**src/rtl/pipe_stall_ctrl.sv**
```systemverilog
// pipe_stall_ctrl: stall/flush scheduler for the 5-stage pipeline, sequencing
// the shared muldiv unit and counting PC-stall cycles.
module pipe_stall_ctrl #(
    parameter int CNT_W = 32
) (
    input  logic             clk,
    input  logic             rst,
    input  logic [4:0]       rs1_IFID,
    input  logic [4:0]       rs2_IFID,
    input  logic             useRs1_IFID,
    input  logic             useRs2_IFID,
    input  logic [4:0]       rd_IDEX,
    input  logic             memRead_IDEX,
    input  logic             mdValid_IDEX,
    input  logic             branchTaken_EX,
    input  logic             memReq_EXMEM,
    input  logic             dmemReady,
    input  logic             mdDone,
    output logic             PCEnable,
    output logic             IFIDWrite,
    output logic             IFIDFlush,
    output logic             IDEXWrite,
    output logic             ctlRst_IDEX,
    output logic             EXMEMWrite,
    output logic             EXMEMBubble,
    output logic             mdStart,
    output logic             mdBusy,
    output logic [CNT_W-1:0] stallCycles
);
    typedef enum logic [1:0] {RUN, MEM_WAIT, MD_BUSY} state_t;

    state_t           state_q, state_d;
    logic [CNT_W-1:0] stall_q, stall_d;
    logic             load_use, mem_stall, md_wait;

    assign load_use = memRead_IDEX && rd_IDEX != 5'd0 &&
                      ((useRs1_IFID && rs1_IFID == rd_IDEX) || (useRs2_IFID && rs2_IFID == rd_IDEX));
    // MEM_WAIT keeps freezing until dmemReady, whatever memReq does meanwhile
    assign mem_stall = state_q != MD_BUSY && !dmemReady && (memReq_EXMEM || state_q == MEM_WAIT);
    assign md_wait   = state_q == MD_BUSY && !mdDone;

    always_comb begin
        state_d     = state_q;
        PCEnable    = 1'b1;
        IFIDWrite   = 1'b1;
        IFIDFlush   = 1'b0;
        IDEXWrite   = 1'b1;
        ctlRst_IDEX = 1'b0;
        EXMEMWrite  = 1'b1;
        EXMEMBubble = 1'b0;
        mdStart     = 1'b0;
        if (rst) begin
            state_d     = RUN;
            PCEnable    = 1'b0;
            IFIDWrite   = 1'b0;
            IFIDFlush   = 1'b1;
            IDEXWrite   = 1'b0;
            ctlRst_IDEX = 1'b1;
            EXMEMWrite  = 1'b0;
            EXMEMBubble = 1'b1;
        end else if (md_wait) begin
            PCEnable    = 1'b0;
            IFIDWrite   = 1'b0;
            IDEXWrite   = 1'b0;
            EXMEMBubble = 1'b1;
        end else if (mem_stall) begin
            state_d    = MEM_WAIT;
            PCEnable   = 1'b0;
            IFIDWrite  = 1'b0;
            IDEXWrite  = 1'b0;
            EXMEMWrite = 1'b0;
        end else if (state_q != MD_BUSY && mdValid_IDEX) begin
            state_d     = MD_BUSY;
            mdStart     = 1'b1;
            PCEnable    = 1'b0;
            IFIDWrite   = 1'b0;
            IDEXWrite   = 1'b0;
            EXMEMBubble = 1'b1;
        end else begin
            // normal RUN, MEM_WAIT release, or muldiv completion
            state_d = RUN;
            if (branchTaken_EX) begin
                IFIDFlush   = 1'b1;
                ctlRst_IDEX = 1'b1;
            end else if (load_use) begin
                PCEnable    = 1'b0;
                IFIDWrite   = 1'b0;
                ctlRst_IDEX = 1'b1;
            end
        end
    end

    assign stall_d     = stall_q + CNT_W'(!PCEnable);
    assign mdBusy      = state_q == MD_BUSY;
    assign stallCycles = stall_q;

    always_ff @(posedge clk) begin
        if (rst) begin
            state_q <= RUN;
            stall_q <= '0;
        end else begin
            state_q <= state_d;
            stall_q <= stall_d;
        end
    end
endmodule

```
**config.mk**
```make
export PLATFORM = sky130hd
export DESIGN_NAME = pipe_stall_ctrl
export DESIGN_NICKNAME = d
export VERILOG_FILES = /design/src/rtl/pipe_stall_ctrl.sv
export SDC_FILE = /design/constraint.sdc
export NUM_CORES = 1
export LEC_CHECK = 0
export BUFFER_PORTS_ARGS = -buffer_cell sky130_fd_sc_hd__buf_4
export CAP_MARGIN = 20
export CELL_PAD_IN_SITES_DETAIL_PLACEMENT = 1
export CELL_PAD_IN_SITES_GLOBAL_PLACEMENT = 2
export CORE_ASPECT_RATIO = 1.4
export CORE_MARGIN = 10
export CORE_UTILIZATION = 30
export DETAILED_ROUTE_END_ITERATION = 8
export PLACE_DENSITY_LB_ADDON = 0.1
export SLEW_MARGIN = 40
export SYNTH_ARGS = -nofsm -noshare
export SYNTH_HDL_FRONTEND = slang
export SYNTH_SLANG_ARGS = --single-unit
```
**constraint.sdc**
```tcl
create_clock -name clk -period 5.15 [get_ports clk]
set_input_delay 1.545 -clock clk [delete_from_list [all_inputs] [get_ports clk]]
set_output_delay 1.545 -clock clk [all_outputs]
set_load 0.03 [all_outputs]
```
==> metrics.md <==
| Metric | Value |
|---|---|
| CTS resizes | `0` |
| Maximum number of pins on one net before global-route repair | `40` |
| Yosys reg bits | `34` |
| IO Pins | `66` |
| EDFF count, synth | `0` |
| Post-synth ARST share | `0` |
| Power Total | `0.000587 W` |
| Tcrit/Tclk final | `0.866` |
| Cell Area, Synth | `about 1800 µm²` |
| Core Box Area | `slightly below 6000 µm²` |
| Post-CTS Hold Buffers | `0` |
| Clock Skew | `0.00617 ns` |
| Slowest cell on the critical path | `o41ai_1` |
| Slew margin rel. | `0.611` |
| CP Buf/Inv Count | `2` |
| Cell taking the most area after synthesis | `dfxtp_1` |
| CTS tree | `built` |
| Crit-path max cell delay | `0.48 ns` |
| Syn_nets | `242` |
| Area growth, synth to finish | `34.6%` |
| Max Cap Viol | `0` |
| Area after DPL | `~2400 µm²` |
| Netlist cell types | `39` |
| Cell Pwr Density | `238 nW/µm²` |
| Final core occ | `0.419` |
| Initial antenna violation count | `0` |
| Commonest non-fill, non-tap cell in the layout | `buf_4` |
| Setup WS pre-CTS | `approximately 0.66 ns` |
| Area share of the largest cell type after synthesis | `0.371` |
| Final Slew Violations | `0` |
| CTS root buf | `clkbuf_8` |
| CTS buffer count | `5` |
| Kind of critical path | `input pin to output port` |
| Layout cells sized above 1 | `0.272` |
| Final Instance Area | `2470 µm²` |
| Setup Buffers After CTS | `0` |
| Worst-margin pin slew | `approximately 0.58 ns` |
| Unrepaired setup endpoints after global routing | `no` |
| Worst VDD drop | `0.0000922 V` |
| Top_reg_cell synth | `dfxtp_1` |
| CTS sink count | `34` |
| N_diodes | `0` |
| Initial Util | `0.311` |
| Fmax | `between 200 and 250 MHz` |
| Most frequent cells in the layout | `66 x buf_4, 34 x dfxtp_1, 18 x a21oi_1, 17 x nor2_1, 15 x or4_1` |
| Leak | `roughly 0.94 nW` |
| Setup TNS | `0 ns` |
| DRT Pass-1 Iters | `4` |
| Gpl congestion | `slightly below 0.7` |
| Synth warnings | `0` |
| Largest fanout on the critical path | `3` |
| CTS clk-pin slew, worst paths | `about 0.07 ns` |
| Total global-route track usage | `0.116` |
| Antenna viol nets, final | `0` |
| Delay-heaviest family, CP | `compound AO/OA/AOI/OAI gates` |
| Worst skew pair latency | `around 0.29 ns` |
| Initial drt markers | `19` |
| Row cnt | `33` |
| WL/cell | `about 16 µm` |
| Setup-failing EPs final | `0` |
| Worst Path Required | `3.61 ns` |
| DIE WIDTH | `approximately 86 µm` |
| Mean Syn Cell Area | `between 8 and 9 µm²` |
| Vias in the first global route | `around 2,000` |
| First-pass GRT wire length | `between 9000 and 10,000 µm` |
| Via-per-instance ratio | `about 5.3` |
| Worst Hold Class | `register to register` |
| Worst setup margin | `between 0.6 and 0.7 ns` |
| Gr ovfl total | `0` |
| CP cell instances | `buf_4 > nor2b_1 > o41ai_1 > nor2b_1 > o31a_1 > buf_4` |
| Die ar. | `approximately 9700 µm²` |
| Residual DRC | `0` |
| H-tree depth | `2` |
| WL final | `between 5000 and 6000 µm` |
| Final #Nets | `305` |
| Synth top area cells | `dfxtp_1 37%, xor2_1 6.7%, or4_1 6.1%` |
| Fill count | `737` |
| Critical Path AT | `slightly below 3 ns` |
| Mapped Cells | `~220` |
| Die height | `between 100 and 150 µm` |
| Clk buf depth | `2` |
| Status | `completed` |
| Hpwl dp | `between 4000 and 5000 µm` |
| Crit. End Element | `output port` |
| PortBufs | `between 60 and 70` |
| Startpoint types | `input pin` |
| Crit path time final | `between 4 and 5 ns` |
| Vias | `roughly 1,800` |
| Final Hold Fails | `0` |
| Seq/Total Area, Yosys | `0.371` |
path summary, 6_finish.rpt:
| path | start | slack, ns | depth (start not counted) | endpoint |
|---|---|---|---|---|
| min | stallCycles[31] | 0.48 | 2 | stallCycles[31] |
| max reg2reg | state_q[0] | 2.41 | 11 | stallCycles[16] |
| min reg2reg | stallCycles[31] | 0.48 | 2 | stallCycles[31] |
| max | memReq_EXMEM | 0.69 | 6 | IFIDWrite |
registers in the layout, summed over array words and instances (netlist names):
signal       count
state_q          2
stallCycles     32
synthesized netlist by cell type (2+ instances only):
| cell | instances |
|---|---|
| dfxtp_1 | 34 |
| a21oi_1 | 18 |
| nor2_1 | 17 |
| or4_1 | 15 |
| o31ai_1 | 14 |
| xor2_1 | 14 |
| nand2_1 | 11 |
| xnor2_1 | 10 |
| nand3_1 | 9 |
| nand4_1 | 9 |
| inv_1 | 8 |
| nor4_1 | 6 |
| and4_1 | 5 |
| nor2b_1 | 5 |
| clkbuf_1 | 4 |
| o21ai_0 | 4 |
| or3_1 | 4 |
| nor3_1 | 3 |
| buf_1 | 2 |
| buf_6 | 2 |
| ha_1 | 2 |
| nand2b_1 | 2 |
cells by family after synthesis:
group	share of synthesized area
and+or+nand+nor	0.304
AOI/OAI and AO/OA	0.144
DFF	0.371
xor gates and xnor gates	0.114
buffers and inverters	0.0477
adders and majority gates	0.0191
report_power, final:
part | leakage (nW) | switching, W | internal [W] | total, W
logic | 0.604 | 0.0000449 | 0.0000365 | 0.0000814
clock network | 0.0575 | 0.0000994 | 0.000135 | 0.000235
registers | 0.275 | 0.00000450 | 0.000267 | 0.000271
total | 0.936 | 0.000149 | 0.000439 | 0.000587
metrics by stage:
step / std cells / hold WS, ns
after global routing: 349 / 0.530
after global placement: 341 / 0.473
after CTS: 349 / 0.487
after floorplan: 215 / 0.603
final: 349 / 0.483
after detailed placement: 341 / 0.476
worst min-delay path, cell delays in order, from the launching register on:
cell	delay (ns)
dfxtp_1	0.32
o31ai_1	0.06
a21oi_1	0.05
routing by layer:
metal | up-vias | track usage | wire length [µm]
met5 | - | 0 | 0
met4 | 0 | 0.0407 | 68
met2 | 60 | 0.188 | 2630
met3 | 6 | 0.0608 | 535
met1 | 854 | 0.125 | 2270
li1 | 917 | - | -
final cells by class:
type | count | area [µm²] | area share
well taps | 70 | 87.6 | 0.0354
multi-input cells | 163 | 1070 | 0.432
repair buffers | 66 | 495 | 0.200
flip-flops and latches | 34 | 681 | 0.275
clock buffers | 8 | 110 | 0.0445
inverters | 8 | 30.0 | 0.0121
(Power assumes the default switching activity.)
